===== config.mk =====
export PLATFORM = sky130hd
export DESIGN_NAME = systolic_buffer_ctrl_flat
export DESIGN_NICKNAME = d
export VERILOG_FILES = /design/src/rtl/systolic_buffer_ctrl_if.sv /design/src/rtl/systolic_buffer_ctrl.sv /design/src/flat_wrapper.sv
export SDC_FILE = /design/constraint.sdc
export NUM_CORES = 1
export LEC_CHECK = 0
export ABC_AREA = 1
export ABC_CLOCK_PERIOD_IN_PS = 2800
export CAP_MARGIN = 10
export CORE_MARGIN = 2
export CORE_UTILIZATION = 50
export DETAILED_ROUTE_END_ITERATION = 10
export DONT_BUFFER_PORTS = 1
export PLACE_DENSITY = 0.66
export SLEW_MARGIN = 20
export SYNTH_ARGS = -nofsm -noshare
export SYNTH_HDL_FRONTEND = slang
export SYNTH_SLANG_ARGS = --single-unit

===== constraint.sdc =====
create_clock -name clk -period 2.8 [get_ports clk]
set_clock_uncertainty 0.15 [all_clocks]
set_input_delay 0.42 -clock clk [delete_from_list [all_inputs] [get_ports clk]]
set_output_delay 0.42 -clock clk [all_outputs]
set_load 0.005 [all_outputs]

===== src/rtl/systolic_buffer_ctrl_if.sv =====
`default_nettype none
// ============================================================================
// Module   : systolic_buffer_ctrl_if
// Brief    : Control/address bundle between the output-buffer sequencer and
//            the array, buffer RAM and downstream consumer.
// Revision : 1.0
// ============================================================================
interface systolic_buffer_ctrl_if #(
    parameter int ADDR_WIDTH = 10
);
    logic                  start;
    logic [ADDR_WIDTH-1:0] cfg_rows;
    logic                  s_valid;
    logic                  s_ready;
    logic                  we;
    logic [ADDR_WIDTH-1:0] wr_addr;
    logic [ADDR_WIDTH-1:0] rd_addr;
    logic                  m_valid;
    logic                  m_ready;
    logic                  m_last;
    logic                  busy;
    logic                  done;
    logic                  cfg_err;

    // Environment side: issues tiles, streams rows in, consumes rows out.
    modport master (
        output start,
        output cfg_rows,
        output s_valid,
        output m_ready,
        input  s_ready,
        input  we,
        input  wr_addr,
        input  rd_addr,
        input  m_valid,
        input  m_last,
        input  busy,
        input  done,
        input  cfg_err
    );

    // Sequencer side.
    modport slave (
        input  start,
        input  cfg_rows,
        input  s_valid,
        input  m_ready,
        output s_ready,
        output we,
        output wr_addr,
        output rd_addr,
        output m_valid,
        output m_last,
        output busy,
        output done,
        output cfg_err
    );
endinterface
`default_nettype wire


===== src/rtl/systolic_buffer_ctrl.sv =====
`default_nettype none
// ============================================================================
// Module   : systolic_buffer_ctrl
// Brief    : Fills the systolic-array output buffer with one tile of rows,
//            then drains it in order under valid/ready backpressure.
// Revision : 1.0
// ============================================================================
module systolic_buffer_ctrl #(
    parameter int DEPTH      = 543,
    parameter int ADDR_WIDTH = 10
) (
    input  logic                 clk,
    input  logic                 rst_n,
    systolic_buffer_ctrl_if.slave bus
);

    // One extra bit so a count equal to DEPTH compares correctly.
    localparam int                 c_cnt_w = ADDR_WIDTH + 1;
    localparam logic [c_cnt_w-1:0] c_depth = c_cnt_w'(DEPTH);
    localparam logic [c_cnt_w-1:0] c_one   = c_cnt_w'(1);
    localparam logic [c_cnt_w-1:0] c_zero  = '0;

    localparam logic [1:0] c_st_idle  = 2'd0;
    localparam logic [1:0] c_st_fill  = 2'd1;
    localparam logic [1:0] c_st_drain = 2'd2;

    logic [1:0]            r_state;
    logic [1:0]            w_next_state;
    logic [c_cnt_w-1:0]    r_rows;
    logic [c_cnt_w-1:0]    r_wr_ptr;
    logic [c_cnt_w-1:0]    r_issue_ptr;
    logic [ADDR_WIDTH-1:0] r_disp_addr;
    logic                  r_m_valid;
    logic                  r_done;
    logic                  r_cfg_err;

    logic w_cfg_ok;
    logic w_write;
    logic w_fill_end;
    logic w_stall;
    logic w_hs;
    logic w_last;
    logic w_issue;
    logic w_drain_end;

    assign w_cfg_ok    = (bus.cfg_rows != '0) && ({1'b0, bus.cfg_rows} <= c_depth);
    assign w_write     = (r_state == c_st_fill) && bus.s_valid;
    assign w_fill_end  = w_write && ((r_wr_ptr + c_one) == r_rows);
    assign w_stall     = r_m_valid && !bus.m_ready;
    assign w_hs        = r_m_valid && bus.m_ready;
    assign w_last      = r_m_valid && ({1'b0, r_disp_addr} == (r_rows - c_one));
    assign w_issue     = (r_state == c_st_drain) && !w_stall && (r_issue_ptr < r_rows);
    assign w_drain_end = (r_state == c_st_drain) && w_hs && w_last;

    always_ff @(posedge clk or negedge rst_n) begin
        if (!rst_n) begin
            r_state <= c_st_idle;
        end else begin
            r_state <= w_next_state;
        end
    end

    always_comb begin
        w_next_state = r_state;
        case (r_state)
            c_st_idle: begin
                if (bus.start && w_cfg_ok) begin
                    w_next_state = c_st_fill;
                end
            end
            c_st_fill: begin
                if (w_fill_end) begin
                    w_next_state = c_st_drain;
                end
            end
            c_st_drain: begin
                if (w_drain_end) begin
                    w_next_state = c_st_idle;
                end
            end
            default: w_next_state = c_st_idle;
        endcase
    end

    always_comb begin
        bus.s_ready = (r_state == c_st_fill);
        bus.we      = w_write;
        bus.wr_addr = r_wr_ptr[ADDR_WIDTH-1:0];
        // Re-reading the shown row while stalled keeps RAM out_data stable.
        bus.rd_addr = w_stall ? r_disp_addr : r_issue_ptr[ADDR_WIDTH-1:0];
        bus.m_valid = r_m_valid;
        bus.m_last  = w_last;
        bus.busy    = (r_state != c_st_idle);
        bus.done    = r_done;
        bus.cfg_err = r_cfg_err;
    end

    always_ff @(posedge clk or negedge rst_n) begin
        if (!rst_n) begin
            r_rows      <= c_zero;
            r_wr_ptr    <= c_zero;
            r_issue_ptr <= c_zero;
            r_disp_addr <= '0;
            r_m_valid   <= 1'b0;
            r_done      <= 1'b0;
            r_cfg_err   <= 1'b0;
        end else begin
            r_done    <= w_drain_end;
            r_cfg_err <= (r_state == c_st_idle) && bus.start && !w_cfg_ok;
            case (r_state)
                c_st_idle: begin
                    r_m_valid <= 1'b0;
                    if (bus.start) begin
                        r_rows      <= {1'b0, bus.cfg_rows};
                        r_wr_ptr    <= c_zero;
                        r_issue_ptr <= c_zero;
                        r_disp_addr <= '0;
                    end
                end
                c_st_fill: begin
                    if (w_fill_end) begin
                        r_wr_ptr <= c_zero;
                    end else if (w_write) begin
                        r_wr_ptr <= r_wr_ptr + c_one;
                    end
                end
                c_st_drain: begin
                    if (w_drain_end) begin
                        r_issue_ptr <= c_zero;
                        r_disp_addr <= '0;
                        r_m_valid   <= 1'b0;
                    end else if (w_issue) begin
                        r_issue_ptr <= r_issue_ptr + c_one;
                        r_disp_addr <= r_issue_ptr[ADDR_WIDTH-1:0];
                        r_m_valid   <= 1'b1;
                    end else if (!w_stall) begin
                        r_m_valid <= 1'b0;
                    end
                end
                default: r_m_valid <= 1'b0;
            endcase
        end
    end

endmodule
`default_nettype wire


===== src/flat_wrapper.sv =====
// flat-port wrapper written by rule: the top's interface ports become plain ports
module systolic_buffer_ctrl_flat 
#(
    parameter int DEPTH      = 543,
    parameter int ADDR_WIDTH = 10
)
  (clk, rst_n, bus_start, bus_cfg_rows, bus_s_valid, bus_m_ready, bus_s_ready, bus_we, bus_wr_addr, bus_rd_addr, bus_m_valid, bus_m_last, bus_busy, bus_done, bus_cfg_err);
  systolic_buffer_ctrl_if #(.ADDR_WIDTH(ADDR_WIDTH)) bus_i ();
  input  logic clk;
  input  logic rst_n;
  input wire logic [$bits(bus_i.start)-1:0] bus_start;
  input wire logic [$bits(bus_i.cfg_rows)-1:0] bus_cfg_rows;
  input wire logic [$bits(bus_i.s_valid)-1:0] bus_s_valid;
  input wire logic [$bits(bus_i.m_ready)-1:0] bus_m_ready;
  output wire logic [$bits(bus_i.s_ready)-1:0] bus_s_ready;
  output wire logic [$bits(bus_i.we)-1:0] bus_we;
  output wire logic [$bits(bus_i.wr_addr)-1:0] bus_wr_addr;
  output wire logic [$bits(bus_i.rd_addr)-1:0] bus_rd_addr;
  output wire logic [$bits(bus_i.m_valid)-1:0] bus_m_valid;
  output wire logic [$bits(bus_i.m_last)-1:0] bus_m_last;
  output wire logic [$bits(bus_i.busy)-1:0] bus_busy;
  output wire logic [$bits(bus_i.done)-1:0] bus_done;
  output wire logic [$bits(bus_i.cfg_err)-1:0] bus_cfg_err;
  assign bus_i.start = bus_start;
  assign bus_i.cfg_rows = bus_cfg_rows;
  assign bus_i.s_valid = bus_s_valid;
  assign bus_i.m_ready = bus_m_ready;
  assign bus_s_ready = bus_i.s_ready;
  assign bus_we = bus_i.we;
  assign bus_wr_addr = bus_i.wr_addr;
  assign bus_rd_addr = bus_i.rd_addr;
  assign bus_m_valid = bus_i.m_valid;
  assign bus_m_last = bus_i.m_last;
  assign bus_busy = bus_i.busy;
  assign bus_done = bus_i.done;
  assign bus_cfg_err = bus_i.cfg_err;
  systolic_buffer_ctrl #(.DEPTH(DEPTH), .ADDR_WIDTH(ADDR_WIDTH)) u_core (.clk(clk), .rst_n(rst_n), .bus(bus_i));
endmodule

==> impl_metrics.yaml, run 1 <==
outcome:
  run_status: "complete, no violations"
worst_setup_path:
  max_stage_delay_ns: 0.46
  startpoint: "u_core.r_rows[0]"
  crit_slowest_cell: "dfrtp_1"
  crit_path_end_kind: "primary output"
  cp.arrival_ns: 2.05
  crit_type: "reg2out"
  critical_path_required_ns: 2.23
  crit_path_cell_trace: "inv_2, ha_1, inv_1, nand2_1, nand2_1, nand2_1, nand2_1, nor2_2, nand4_2, nor4_2"
  critPathMaxFanout: 5
  crit_top_cell: "nand2_1"
  startpoint_type: "register"
  r2r-start: "u_core.r_rows[0]"
synthesis:
  synth_top_area_share_pct: 34.0
  yosys.area_share.simple_pct: 36.0
  synthFlopType: "dfrtp_1"
  ys_top_cells_by_count: "nand2_1 (138), inv_1 (53), dfrtp_1 (47)"
  synth-edff-count: 0
  yosysWarnings: 0
  synth_mux_area_share_pct: 0.289
  synth_xor_area_share_pct: 2.78
  synth.largest_area_cell: "dfrtp_1"
  synth_adder_area_share_pct: 4.34
  ys_types: 38
  syn_area_sq_um: 3460
  avgSynthCellArea_sq_um: 7.11
  ys_ff_latch: 47
  synthTopCellsByArea: "dfrtp_1 (34%), nand2_1 (15%), inv_1 (5.7%)"
  synthArstFlopShare_pct: 100
  syn_nets: 514
  ys_seq_area_share_pct: 34.0
  synth_compound_area_share_pct: 12.1
  synth_most_common_cell: "nand2_1"
  synthCells: 487
  synth_top_family_by_area: "simple AND/OR/NAND/NOR gates"
sta:
  grt_setup_unrepaired: "no"
  setup_ws_ns: 0.175
  fin_crit_sh_pct: 93.7
  hold_viol_final: 0
  min_period_ns: 2.62
  setup_viol: 0
  fmax_mhz: 381
  slew_violations: 0
  slew_headroom_pct: 53.5
  worst_slew_pin_slew_ns: 0.694
  setup_tns_ns: 0
placement:
  preCtsSetupSlack_ns: 0.278
  placed_area_sq_um: 3490
  port-buffer-count: 0
  place_hpwl_mm: 7.06
  place_congestion: 0.937
detailed_routing:
  antenna_left: 0
  vias_per_cell: 5.56
  vias: 3146
  wl_per_cell_um: 15.8
  drt_iter0_markers: 229
  drc: 0
  drt_wl_total_mm: 8.93
  dr.pass1.iters: 5
power_and_ir_drop:
  ir_drop_mv: 0.392
  p_total_mw: 2.87
  leakagePower_nw: 1.70
  power.density_nw_per_um2: 795
worst_hold_path:
  min_path_type: "in2reg"
  hold_path_startpoint: "bus_cfg_rows[7]"
floorplanning:
  die_area_sq_um: 7610
  die_y_um: 87.2
  row_count: 30
  die_x_um: 87.2
  core_area_sq_um: 6760
  initial_core_util_pct: 51.3
  pin_count: 42
final_layout:
  antenna_cells: 0
  nNetsFinal: 512
  area.growth.synth_to_final_pct: 4.34
  drive_gt1_share_pct: 15.6
  stdcell_area_sq_um: 3610
  fillers: 680
  fin_util_pct: 53.5
cts:
  clk_pin_slew_worst_paths_ns: 0.09
  clock_sinks: 47
  clock_latency_ns: 0.30
  clock-root-buffer: "clkbuf_8"
  cts_buffer_depth: 2
  cts_made_buffers: 5
  htreeDepth: 2
  cts_tree: "yes"
  cts_setup_buffers: 0
grt:
  grt_pass1_wl_mm: 15.3
  grt.overflow.total: 0
  antenna_found_initial: 0
  grt_start_max_net_pins: 48
  grtUsageTotal_pct: 25.7
  grt_pass1_vias: 3107
flow_run:
  maxCapViolCount: 0
[layer usage]
metal	up-vias	routed length [um]	global-route usage, %
li1	1570	-	-
met1	1468	4200	35.7
met2	90	4070	40.2
met3	18	436	3.98
met4	0	225	10.2
met5	-	0	0
[path summary, 6_finish.rpt]
| check | to | slack (ns) | cells past startpoint |
|---|---|---|---|
| max | bus_m_last | 0.18 | 10 |
| min | u_core.r_rows[7] | 0.1 | 2 |
| max reg2reg | u_core.r_disp_addr[6] | 0.24 | 14 |
| min reg2reg | u_core.r_wr_ptr[10] | 0.39 | 1 |
| max in group asynchronous | u_core.r_issue_ptr[4] | 1.78 | 2 |
| min in group asynchronous | u_core.r_disp_addr[4] | 0.50 | 2 |
[report_power, final]
group | internal, mW | leakage [nW] | total [mW] | switching, mW
registers | 0.810 | 0.630 | 1.04 | 0.228
logic | 0.470 | 1.03 | 1.43 | 0.957
clock network | 0.176 | 0.0422 | 0.407 | 0.231
[final cells by class]
class / instances / area, sq um / area share (%)
Multi-Input combinational cell: 359 / 1930 / 53.4
Sequential cell: 47 / 1180 / 32.5
Inverter: 63 / 236 / 6.54
Tap cell: 80 / 100 / 2.77
Timing Repair Buffer: 9 / 90.1 / 2.49
Clock buffer: 7 / 76.3 / 2.11
Clock inverter: 1 / 5.00 / 0.139
[critical path, delay by kind of cell, from the launching register on]
kind                       cells  cell delay (ns)
buffers and inverters          2             0.23
adders and majority gates      1             0.28
and+or+nand+nor                7             0.81
DFF                            1             0.46
[sequential cells by signal (all words and copies together) (netlist names)]
| register | flops |
|---|---|
| u_core.r_issue_ptr | 11 |
| u_core.r_disp_addr | 10 |
| u_core.bus.done | 1 |
| u_core.r_state | 2 |
| u_core.bus.m_valid | 1 |
| u_core.bus.cfg_err | 1 |
| u_core.r_wr_ptr | 11 |
| u_core.r_rows | 10 |
[placed cells by master (no fill, tap or decap), types with 10 or more instances in the layout]
cell type,instances
nor3_1,12
dfrtp_1,47
inv_1,53
nor2_1,38
inv_2,10
nand3_1,32
nand2_2,13
o21ai_0,25
nand2_1,138
ha_1,12
nor2_2,10
o21ai_2,17
[what timing repair did]
action,CTS,global route
endpoints found under the hold margin,47,0
hold buffers,2,0
setup endpoints to repair,0,1
gates resized for setup,0,1
[kinds of logic (layout without fill, tap and decap cells)]
kind of cell | Yosys count | after routing
fa+ha+maj | 12 | 12
compound gates | 66 | 66
xor+xnor | 11 | 11
buf+inv | 81 | 80
simple gates | 269 | 269
flops | 47 | 47
mux | 1 | 1
[per-stage QoR]
stage | hold WS (ns) | std cells
2_1_floorplan | -0.0256 | 487
3_3_place_gp | -0.0241 | 556
3_5_place_dp | -0.0242 | 556
4_1_cts | 0.0911 | 566
5_1_grt | 0.0925 | 566
6_report | 0.0979 | 566
Power figures use the tool's default switching activity.
==> inputs of run 2 (changes only) <==
CTS_CLUSTER_SIZE = 12   (was default)
==> results of run 2 <==
Same layout as run 1: the final DEF is identical, and so are final timing and power.
==> inputs of run 3 (changes only) <==
CORE_ASPECT_RATIO = 1.75   (was default)
==> impl_metrics.yaml, run 3 (synthesis gave the netlist of run 1 again) <==
cts:
  clk_pin_slew_worst_paths_ns: 0.07
  cts_setup_buffers: 0
  cts_tree: "yes"
  clock_sinks: 47
  htreeDepth: 2
  clock_latency_ns: 0.29
  cts_buffer_depth: 2
  cts_made_buffers: 5
  clock-root-buffer: "clkbuf_16"
final_layout:
  nNetsFinal: 512
  area.growth.synth_to_final_pct: 7.44
  drive_gt1_share_pct: 16.3
  mostFrequentLayoutCells: "nand2_1 (137), inv_1 (53), dfrtp_1 (47), nor2_1 (38), nand3_1 (32)"
  antenna_cells: 0
  final_cells: 570
  final_common_cell: "nand2_1"
  fillers: 699
  stdcell_area_sq_um: 3720
  top_regs: "u_core.r_issue_ptr: 11 flops, u_core.r_wr_ptr: 11 flops"
power_and_ir_drop:
  combPwrFrac_pct: 46.2
  seqPwrFrac_pct: 33.1
  internal_power_mw: 1.67
  switching_power_mw: 1.44
  swShare_pct: 46.3
  power.density_nw_per_um2: 836
  leakagePower_nw: 1.74
  ir_drop_mv: 0.446
  clock_power_share_pct: 20.6
detailed_routing:
  vias: 3135
  wl_per_cell_um: 16.0
  drc: 0
  dr.pass1.iters: 4
  vias_per_cell: 5.50
  drt_iter0_markers: 151
  drt_wl_total_mm: 9.13
  antenna_left: 0
worst_setup_path:
  critical_path_required_ns: 2.23
  critPathMaxFanout: 5
  startpoint_type: "register"
  crit_path_end_kind: "primary output"
  cp.arrival_ns: 2.09
  r2r_setup_slack_ns: 0.23
  crit_type: "reg2out"
grt:
  use_met2_pct: 48.1
  grt.overflow.total: 0
  grt_use_met1_pct: 27.8
  use_met3_pct: 4.82
  grt_start_max_net_pins: 48
  antenna_found_initial: 0
  grtUsageTotal_pct: 26.3
  grt.busiest_layer: "met2"
  grt_pass1_vias: 3093
  grt_pass1_wl_mm: 15.1
sta:
  fin_crit_sh_pct: 94.8
  fmax_mhz: 377
  min_period_ns: 2.66
  slew_violations: 0
  hold_viol_final: 0
  setup_tns_ns: 0
  setup_viol: 0
  slew_headroom_pct: 49.6
  grt_setup_unrepaired: "no"
  worst_slew_pin_slew_ns: 0.754
floorplanning:
  row_count: 40
  die_area_sq_um: 7640
  die_y_um: 114
  initial_core_util_pct: 50.9
  core_area_sq_um: 6810
  die_x_um: 66.9
  pin_count: 42
flow_run:
  maxCapViolCount: 0
worst_hold_path:
  min_path_type: "in2reg"
outcome:
  run_status: "complete, no violations"
placement:
  placed_area_sq_um: 3490
  place_congestion: 0.891
  port-buffer-count: 0
  placed_cells: 560
  place_hpwl_mm: 7.27
run 3: final timing paths:
path / startpoint / endpoint / depth (start not counted)
setup / recovery: u_core.r_rows[0] / bus_m_last / 10
hold / removal: bus_cfg_rows[9] / u_core.r_rows[9] / 2
setup reg to reg: u_core.r_rows[0] / u_core.r_issue_ptr[4] / 15
hold reg to reg: u_core.r_wr_ptr[10] / u_core.r_wr_ptr[10] / 1
max in group asynchronous: rst_n / u_core.r_disp_addr[1] / 2
min in group asynchronous: rst_n / u_core.r_wr_ptr[8] / 2
run 3: repair_timing:
action	4_1_cts	5_1_grt
hold buffers	2	0
setup endpoints to repair	1	12
hold endpoints to repair	47	0
resized for setup	1	5
run 3: layout make-up:
cell class / count / area (sq um) / share of cell area [%]
clock buffer: 8 / 156 / 4.20
inverter: 63 / 236 / 6.36
multi-input combinational: 359 / 1960 / 52.6
sequential: 47 / 1180 / 31.6
tap: 84 / 105 / 2.82
timing repair buffer: 9 / 90.1 / 2.42
run 3: routing by layer:
metal	part of all wire (%)	wire, um
met5	0	0
met1	36	3330
met4	4.1	378
met2	55	5030
met3	4.3	396
run 3: stage by stage:
stage / power (mW) / hold WS, ns / setup slack [ns] / util, %
floorplan: 2.16 / -0.0256 / 0.635 / -
CTS: 3.10 / 0.0954 / 0.0301 / 54.3
global route: 3.35 / 0.111 / 0.00752 / 54.7
finish: 3.11 / 0.0950 / 0.145 / 54.7
detailed placement: 2.44 / -0.0242 / 0.0518 / 51.3
global placement: 2.40 / -0.0241 / 0.0522 / 51.3
run 3: power by group through the flow:
stage / Clock, mW / Sequential [mW] / Combinational (mW)
2_1_floorplan: 0 / 0.968 / 1.19
3_3_place_gp: 0 / 1.03 / 1.37
3_5_place_dp: 0 / 1.04 / 1.40
4_1_cts: 0.646 / 1.03 / 1.43
5_1_grt: 0.665 / 1.05 / 1.63
6_report: 0.641 / 1.03 / 1.44
run 3: critical path, stage by stage (launching register included):
cell and delay [ns]:
dfrtp_1 0.47, inv_2 0.14, ha_2 0.25, inv_1 0.09, nand2_1 0.08, nand2_1 0.06, nand2_1 0.07, nand2_1 0.07
nor2_2 0.12, nand4_2 0.19, nor4_4 0.25
